## config.mk

```make
export PLATFORM = sky130hd
export DESIGN_NAME = color_reconstruct
export DESIGN_NICKNAME = d
export VERILOG_FILES = /design/src/rtl/color_reconstruct.sv
export SDC_FILE = /design/constraint.sdc
export NUM_CORES = 1
export LEC_CHECK = 0
export CAP_MARGIN = 20
export CELL_PAD_IN_SITES_DETAIL_PLACEMENT = 0
export CELL_PAD_IN_SITES_GLOBAL_PLACEMENT = 2
export CORE_AREA = 2 2 39 41
export DETAILED_ROUTE_END_ITERATION = 8
export DIE_AREA = 0 0 41 43
export PLACE_DENSITY = 0.62
export SKIP_CTS_REPAIR_TIMING = 1
export SLEW_MARGIN = 10
export SYNTH_ARGS = -nofsm -noshare
export SYNTH_HDL_FRONTEND = slang
export SYNTH_SLANG_ARGS = --single-unit
```

## constraint.sdc

```tcl
create_clock -name clk -period 2.39 [get_ports clk]
set_clock_uncertainty 0.2 [all_clocks]
set_input_delay 0.478 -clock clk [delete_from_list [all_inputs] [get_ports clk]]
set_output_delay 0.478 -clock clk [all_outputs]
set_load 0.03 [all_outputs]
```

## src/rtl/color_reconstruct.sv

```systemverilog
// Rebuilds 8-bit color from a 4-bit dithered stream with a per-line moving average.
// Define COLOR_RECON_FILTER_EN to build the averaging filter; otherwise the nibble is replicated.
module color_reconstruct #(
  parameter int N_TAPS = 4
) (
  input  logic       clk,
  input  logic       rst,
  input  logic [3:0] entrada_color_4_bit,
  input  logic       visible,
  output logic [7:0] salida_color_8_bit,
  output logic       salida_valida
);

  if (!(N_TAPS == 2 || N_TAPS == 4 || N_TAPS == 8)) begin : g_bad_taps
    $error("color_reconstruct: N_TAPS must be 2, 4 or 8");
  end

  typedef enum logic {IDLE, LINE} state_t;

  state_t     state_q, state_d;
  logic [7:0] color_q, color_d;
  logic       valid_q, valid_d;
  logic       line_start;

  always_comb begin
    state_d = state_q;
    case (state_q)
      IDLE:    if (visible)  state_d = LINE;
      LINE:    if (!visible) state_d = IDLE;
      default: state_d = IDLE;
    endcase
  end

  assign line_start = (state_q == IDLE) && visible;
  assign valid_d    = visible;

`ifdef COLOR_RECON_FILTER_EN
  localparam int LOG2   = $clog2(N_TAPS);
  localparam int SUM_W  = 4 + LOG2;
  localparam int PROD_W = SUM_W + 5;

  logic [3:0]       win_q [N_TAPS];
  logic [3:0]       win_d [N_TAPS];
  logic [SUM_W-1:0] sum_q, sum_d;

  // Round-to-nearest of sum*17/N_TAPS; never exceeds 255 so truncation to 8 bits is exact.
  function automatic logic [7:0] expand(input logic [SUM_W-1:0] s);
    logic [PROD_W-1:0] p;
    p = PROD_W'(s) * PROD_W'(17) + PROD_W'(N_TAPS / 2);
    return 8'(p >> LOG2);
  endfunction

  always_comb begin
    win_d = win_q;
    sum_d = sum_q;
    if (line_start) begin
      for (int i = 0; i < N_TAPS; i++) win_d[i] = entrada_color_4_bit;
      sum_d = SUM_W'(entrada_color_4_bit) << LOG2;
    end else if (visible) begin
      win_d[0] = entrada_color_4_bit;
      for (int i = 1; i < N_TAPS; i++) win_d[i] = win_q[i-1];
      sum_d = sum_q + SUM_W'(entrada_color_4_bit) - SUM_W'(win_q[N_TAPS-1]);
    end
    color_d = visible ? expand(sum_d) : 8'h00;
  end

  always_ff @(posedge clk or posedge rst) begin
    if (rst) begin
      for (int i = 0; i < N_TAPS; i++) win_q[i] <= 4'h0;
      sum_q <= '0;
    end else begin
      win_q <= win_d;
      sum_q <= sum_d;
    end
  end
`else
  always_comb begin
    color_d = visible ? {entrada_color_4_bit, entrada_color_4_bit} : 8'h00;
  end
`endif

  always_ff @(posedge clk or posedge rst) begin
    if (rst) begin
      state_q <= IDLE;
      color_q <= 8'h00;
      valid_q <= 1'b0;
    end else begin
      state_q <= state_d;
      color_q <= color_d;
      valid_q <= valid_d;
    end
  end

  assign salida_color_8_bit = color_q;
  assign salida_valida      = valid_q;

endmodule
```

==> impl_metrics.json, run 1 <==
{
  "drtIter0Drc": 2,
  "path_cells": "clkdlybuf4s50_1",
  "viasPerCell": 2.89,
  "cp-end-kind": "output pin",
  "p_per_area_nw_per_um2": 658,
  "wl_per_cell_um": 7.84,
  "crit_fanout": 2,
  "p_switching_w": 0.0000554,
  "period_share_pct": 80.5,
  "grt_max_degree": 6,
  "whs_ns": 0.237,
  "synth_edf_count": 0,
  "startpoint_type": "flip-flop",
  "relSlewSlack_pct": 79.3,
  "tightestPinTransition_ns": 0.310,
  "synthXorXnorAreaFrac_pct": 0,
  "seq_power_share_pct": 39.5,
  "synthMuxAreaShare_pct": 0,
  "syn2layout_area_growth_pct": 90.5,
  "netlist_instances": 14,
  "rsz0062_at_grt": "false",
  "die_y_um": 43,
  "cts_buffer_depth": 2,
  "ys_ff_latch": 5,
  "drc": 0,
  "post-synth-top-count-cell": "dfrtp_1",
  "slowest_delay_ns": 0.67,
  "die_x_um": 41,
  "antenna_left": 0,
  "drt_wl_total_um": 353,
  "cts_tree": "done",
  "antenna_found_initial": 0,
  "critPathKind": "flip-flop to output pin",
  "sw_frac_of_total_pct": 24.0,
  "fin_nets": 37,
  "synth_top_family_by_area": "buffers and inverters",
  "crit_slowest_cell": "clkdlybuf4s50_1",
  "final_util_pct": 25.3,
  "synth-adder-area-share_pct": 0,
  "status": "complete, no violations",
  "min_path_type": "input pin to async pin",
  "core_area_um2": 1380,
  "grt_pass1_vias": 150,
  "worst_slack_ns": 0.466,
  "port_buffers": 15,
  "grt_pass1_wl_um": 558,
  "critPathBufInv": 1,
  "ys_seq_area_share_pct": 68.0,
  "crit_arrival_ns": 1.25,
  "start_util_pct": 13.3,
  "final-setup-viol-count": 0,
  "yosys.area.top_type_share_pct": 68.0,
  "grt_usage_pct": 5.46,
  "ys_warn_count": 0,
  "dr.pass1.iters": 2,
  "leakage_nw": 0.151,
  "die_area_um2": 1760,
  "hold_viol_final": 0,
  "synth.net_count": 21,
  "max_cap_violations": 0,
  "fin_setup_tns_ns": 0,
  "diodes": 0,
  "cts-buffers-inserted": 3,
  "worstPathRequired_ns": 1.71,
  "gr-total-overflow": 0,
  "power_frac_comb_pct": 19.9,
  "async_reset_ff_share_pct": 100,
  "slew_viol_final": 0,
  "p_clk_share_pct": 40.6,
  "io-pin-count": 16,
  "synth_common_cells": "5 x dfrtp_1, 4 x and2_1, 4 x buf_4",
  "finalCriticalPeriod_ns": 1.92,
  "ys.flop_type": "dfrtp_1",
  "yosys-top-cells-area": "dfrtp_1 68%, buf_4 16%, and2_1 14%",
  "clock-root-buffer": "clkbuf_4",
  "clkTransAtPathRegs_ns": 0.04,
  "syn_avg_cell_area_um2": 13.1,
  "yosys.area.top_type": "dfrtp_1",
  "ys_types": 4,
  "h-tree-depth": 1,
  "ir_drop_mv": 0.168,
  "cts_sinks": 5,
  "preCtsSetupSlack_ns": 0.705,
  "synth-simple-area-share_pct": 13.6,
  "vias": 130,
  "intPower_w": 0.000175,
  "synth_compound_gate_area_share_pct": 0,
  "fmax_mhz": 520,
  "gp_congestion": 0.636,
  "num_rows": 14,
  "synth_area_um2": 184,
  "drive_gt1_share_pct": 10.3,
  "cp_top_family": "buffers and inverters"
}
-- flip-flops by register name, summed over array words and instances (netlist names) --
| name | cells |
|---|---|
| salida_color_8_bit | 4 |
| salida_valida | 1 |
-- cell families after synthesis --
logic type | after synthesis
buf+inv | 5
flops | 5
simple gates | 4
-- how the worst max path moves through the flow --
stage                                          from                    end  cells past startpoint
finish              salida_color_8_bit[5]$_DFF_PP0_  salida_color_8_bit[5]                      1
global route        salida_color_8_bit[4]$_DFF_PP0_  salida_color_8_bit[0]                      1
CTS                 salida_color_8_bit[5]$_DFF_PP0_  salida_color_8_bit[5]                      1
detailed placement  salida_color_8_bit[5]$_DFF_PP0_  salida_color_8_bit[5]                      1
global placement    salida_color_8_bit[4]$_DFF_PP0_  salida_color_8_bit[0]                      1
floorplan           salida_color_8_bit[4]$_DFF_PP0_  salida_color_8_bit[4]                      1
-- per-layer routing --
metal  vias to the layer above  wire length [µm]  global-route usage [%]
li1                         66                 -                       -
met1                        48               134                    4.61
met2                        16               139                    6.56
met3                         0                78                    3.66
met4                         0                 0                    8.00
met5                         -                 0                       0
-- layout make-up --
| class | instances | area [µm²] |
|---|---|---|
| clock buffers | 4 | 26.3 |
| fillers | 150 | 1030 |
| flip-flops and latches | 5 | 125 |
| repair buffers | 15 | 150 |
| well taps | 16 | 20.0 |
| multi-input cells | 4 | 25.0 |
| inverters | 1 | 3.75 |
-- per-stage QoR --
step,area [µm²],instances,total power [W]
3_5_place_dp,324,41,0.000139
3_3_place_gp,324,41,0.000138
6_report,350,45,0.000231
5_1_grt,350,45,0.000241
2_1_floorplan,184,14,0.000117
4_1_cts,350,45,0.000237
-- cell usage in the layout, fill, tap and decap left out --
cell type / instances
dfrtp_1: 5
inv_1: 1
clkbuf_1: 1
clkdlybuf4s50_1: 15
clkbuf_4: 3
and2_1: 4
-- power groups by stage --
stage          Sequential, W  Clock (W)  Combinational (W)
2_1_floorplan       0.000101          0          0.0000159
3_3_place_gp       0.0000922          0          0.0000460
3_5_place_dp       0.0000925          0          0.0000464
4_1_cts            0.0000913  0.0000996          0.0000464
5_1_grt            0.0000916   0.000100          0.0000493
6_report           0.0000911  0.0000937          0.0000459
No activity file was read; power rests on OpenSTA's default activity.
==> run 2, diff against run 1 <==
Settings changed: CORE_AREA 2 2 39 41 to not set, CORE_MARGIN set to 1, CORE_UTILIZATION set to 13, DIE_AREA 0 0 41 43 to not set.
Clock period 2.39 ns to 1.6 ns, I/O delays scaled along.
==> run 2 against run 1 <==
  * Worst hold slack got worse by 0.15 ns
  * Clock-buffer cell count did not move
  * Power rose by 48%
  * Sequential cell count did not move
==> impl_metrics.json, run 2 (synthesized netlist as in run 1, its figures left out) <==
{
  "critPathKind": "flip-flop to output pin",
  "worstPathRequired_ns": 1.08,
  "rsz0062_at_grt": "false",
  "p_per_area_nw_per_um2": 921,
  "relSlewSlack_pct": 78.1,
  "drc": 0,
  "grt_pass1_wl_um": 579,
  "critPathBufInv": 1,
  "tightestPinTransition_ns": 0.328,
  "gp_congestion": 0.568,
  "wl_per_cell_um": 8.16,
  "path_cells": "dlymetal6s2s_1",
  "place_inst": 40,
  "diodes": 0,
  "clock-root-buffer": "clkbuf_4",
  "met2_length_um": 146,
  "layout_common_cells": "9 x dlymetal6s2s_1, 6 x clkdlybuf4s50_1, 5 x dfrtp_1, 4 x and2_1, 3 x clkbuf_4",
  "port_buffers": 15,
  "hold_viol_final": 0,
  "viasPerCell": 3.20,
  "power.total_w": 0.000342,
  "die_x_um": 39.6,
  "fin_nets": 37,
  "ir_drop_mv": 0.194,
  "period_share_pct": 86.0,
  "die_y_um": 39.6,
  "vias": 141,
  "antenna_left": 0,
  "final-setup-viol-count": 0,
  "syn2layout_area_growth_pct": 102,
  "startpoint_type": "flip-flop",
  "multi_input_area_um2": 25.0,
  "crit_slowest_cell": "dfrtp_1",
  "crit_fanout": 2,
  "top_layer": "met3",
  "drtIter0Drc": 0,
  "cts_tree": "done",
  "status": "complete, no violations",
  "design_area_um2": 372,
  "slowest_delay_ns": 0.33,
  "start_util_pct": 14.1,
  "finalCriticalPeriod_ns": 1.38,
  "grt_usage_pct": 7.13,
  "h-tree-depth": 1,
  "m1WireLength_um": 128,
  "leakage_nw": 0.272,
  "cts_buffer_depth": 2,
  "wl_met3_um": 84,
  "largest_reg_flops": 4,
  "fmax_mhz": 726,
  "core_area_um2": 1300,
  "slew_viol_final": 0,
  "drt_wl_total_um": 359,
  "die_area_um2": 1570,
  "io-pin-count": 16,
  "crit_arrival_ns": 0.86,
  "cp-end-kind": "output pin",
  "cts-buffers-inserted": 3,
  "grt_max_degree": 6,
  "grt_pass1_vias": 150,
  "min_path_type": "input pin to async pin",
  "cts_sinks": 5,
  "drive_gt1_share_pct": 10.3,
  "antenna_found_initial": 0,
  "dr.pass1.iters": 1,
  "regArea_um2": 125,
  "num-fill-cells": 138,
  "clkTransAtPathRegs_ns": 0.04,
  "placed_area_um2": 323,
  "mostFrequentLayoutCell": "dlymetal6s2s_1",
  "max_cap_violations": 0,
  "num_rows": 13,
  "gr-total-overflow": 0,
  "final_util_pct": 28.6,
  "final_cells": 44,
  "cp_top_family": "flip-flops",
  "fin_setup_tns_ns": 0
}
-- run 2: cell count changes in the layout (fill, tap and decap cells not counted), sizes merged --
cell / before / now
dlymetal6s2s: 0 / 9
clkdlybuf4s50: 15 / 6
-- run 2: final timing paths --
| path | start | to | slack (ns) | depth (start not counted) |
|---|---|---|---|---|
| setup / recovery | salida_color_8_bit[6]$_DFF_PP0_ | salida_color_8_bit[6] | 0.22 | 1 |
| hold / removal | rst | salida_color_8_bit[4]$_DFF_PP0_ | 0.08 | 2 |
| max in group asynchronous | rst | salida_valida$_DFF_PP0_ | 0.96 | 2 |
| min in group clk | visible | salida_valida$_DFF_PP0_ | 0.42 | 1 |
-- run 2: area by class of cell --
type / count / area share [%]
multi-input combinational: 4 / 6.73
inverter: 1 / 1.01
clock buffer: 4 / 7.07
tap: 15 / 5.05
timing repair buffer: 15 / 46.5
sequential: 5 / 33.7
-- run 2: power breakdown --
part | internal [W] | switching (W) | leakage (nW)
Clock | 0.0000939 | 0.0000460 | 0.0150
Sequential | 0.000133 | 0.00000213 | 0.0632
Combinational | 0.0000325 | 0.0000343 | 0.193
-- run 2: routing by layer --
metal,vias up,GRT usage (%)
li1,67,-
met1,58,5.61
met2,16,8.20
met3,0,6.82
met4,0,10.3
met5,-,0
-- run 2: metrics by stage --
stage / hold slack (ns) / setup slack [ns]
3_3_place_gp: 0.333 / 0.0857
3_5_place_dp: 0.329 / 0.0733
6_report: 0.0835 / 0.223
5_1_grt: 0.0946 / 0.155
2_1_floorplan: -0.101 / 0.377
4_1_cts: 0.0793 / -0.186
==> run 3, diff against run 2 <==
Settings changed: CORE_UTILIZATION 13 to 14, CTS_BUF_LIST set to sky130_fd_sc_hd__clkbuf_4, PLACE_DENSITY 0.62 to 0.66.
==> run 3 against run 2 <==
  * Clock power rose by 13%
  * Sequential cell count did not move
  * Power rose by 5.1%
  * Sequential power barely moved
  * Clock-buffer cell count did not move
  * Global-route usage fell by 1.5 points
  * Critical path type unchanged
  * Largest cell class unchanged
==> impl_metrics.json, run 3 (synthesized netlist as in run 1, its figures left out) <==
{
  "status": "complete, no violations",
  "crit_fanout": 2,
  "die_y_um": 38.2,
  "crit_arrival_ns": 0.86,
  "max_cap_violations": 0,
  "place_inst": 39,
  "clock-root-buffer": "clkbuf_4",
  "final-setup-viol-count": 0,
  "drtIter0Drc": 0,
  "die_area_um2": 1460,
  "cp_top_family": "flip-flops",
  "fmax_mhz": 724,
  "dr.pass1.iters": 1,
  "slew_viol_final": 0,
  "critPathBufInv": 1,
  "slowest_delay_ns": 0.34,
  "drt_wl_total_um": 343,
  "rsz0062_at_grt": "false",
  "multi_input_area_um2": 25.0,
  "num-fill-cells": 113,
  "gr-total-overflow": 0,
  "gp_congestion": 0.555,
  "hold_viol_final": 0,
  "mostFrequentLayoutCell": "dlymetal6s2s_1",
  "p_per_area_nw_per_um2": 962,
  "num_rows": 12,
  "worstPathRequired_ns": 1.08,
  "largest_reg_flops": 4,
  "period_share_pct": 86.4,
  "h-tree-depth": 1,
  "drive_gt1_share_pct": 13.8,
  "syn2layout_area_growth_pct": 103,
  "min_path_type": "input pin to async pin",
  "antenna_found_initial": 0,
  "port_buffers": 15,
  "core_area_um2": 1160,
  "antenna_left": 0,
  "final_util_pct": 32.4,
  "cts_buffer_depth": 2,
  "ir_drop_mv": 0.274,
  "cp-end-kind": "output pin",
  "tightestPinTransition_ns": 0.320,
  "start_util_pct": 15.9,
  "viasPerCell": 3.16,
  "path_cells": "dlymetal6s2s_1",
  "die_x_um": 38.2,
  "diodes": 0,
  "fin_nets": 37,
  "layout_common_cells": "9 x dlymetal6s2s_1, 6 x clkdlybuf4s50_1, 5 x dfrtp_1, 4 x and2_1, 4 x clkbuf_4",
  "vias": 136,
  "regArea_um2": 125,
  "crit_slowest_cell": "dfrtp_1",
  "grt_usage_pct": 5.66,
  "relSlewSlack_pct": 78.6,
  "grt_pass1_vias": 126,
  "startpoint_type": "flip-flop",
  "critPathKind": "flip-flop to output pin",
  "grt_max_degree": 6,
  "cts-buffers-inserted": 3,
  "leakage_nw": 0.275,
  "finalCriticalPeriod_ns": 1.38,
  "io-pin-count": 16,
  "drc": 0,
  "final_cells": 43,
  "wl_per_cell_um": 7.98,
  "cts_tree": "done",
  "clkTransAtPathRegs_ns": 0.04,
  "cts_sinks": 5,
  "grt_pass1_wl_um": 469
}
## run 3: cell count changes in the layout (fill, tap and decap cells not counted)
cell,previous run,this run
clkbuf_1,1,0
clkbuf_4,3,4
## run 3: routing by layer
layer | vias up | global-route usage, % | part of all wire (%)
met4 | 0 | 8.04 | 0
met3 | 0 | 3.49 | 20
met2 | 15 | 6.78 | 41
li1 | 66 | - | -
met1 | 55 | 5.49 | 39
met5 | - | 0 | 0
## run 3: cell type report
cell class	instances	share of cell area (%)
repair buffers	15	46.2
flip-flops and latches	5	33.4
clock buffers	4	8.03
multi-input cells	4	6.69
well taps	14	4.68
inverters	1	1.00
## run 3: where the power goes
| group | switching (W) | total (W) | leakage [nW] | internal, W |
|---|---|---|---|---|
| combinational | 0.0000340 | 0.0000665 | 0.193 | 0.0000325 |
| clock | 0.0000467 | 0.000158 | 0.0184 | 0.000111 |
| sequential | 0.00000231 | 0.000136 | 0.0632 | 0.000133 |
| total | 0.0000830 | 0.000360 | 0.275 | 0.000277 |
## run 3: through the flow
stage | setup slack, ns | area, µm² | hold slack (ns) | setup TNS, ns | total power (W)
floorplan | 0.377 | 184 | -0.101 | 0 | 0.000175
global placement | 0.0886 | 322 | 0.333 | 0 | 0.000207
detailed placement | 0.0675 | 322 | 0.328 | 0 | 0.000207
CTS | -0.193 | 352 | 0.0789 | -1.54 | 0.000371
global route | 0.169 | 374 | 0.0984 | 0 | 0.000375
finish | 0.218 | 374 | 0.0771 | 0 | 0.000360
## run 3: path summary, 6_finish.rpt
| path | startpoint | endpoint | cells after the start |
|---|---|---|---|
| worst min-delay path | rst | salida_valida$_DFF_PP0_ | 2 |
| min in group clk | visible | salida_valida$_DFF_PP0_ | 1 |
| worst max-delay path | salida_color_8_bit[6]$_DFF_PP0_ | salida_color_8_bit[2] | 1 |
| max in group asynchronous | rst | salida_color_8_bit[5]$_DFF_PP0_ | 2 |
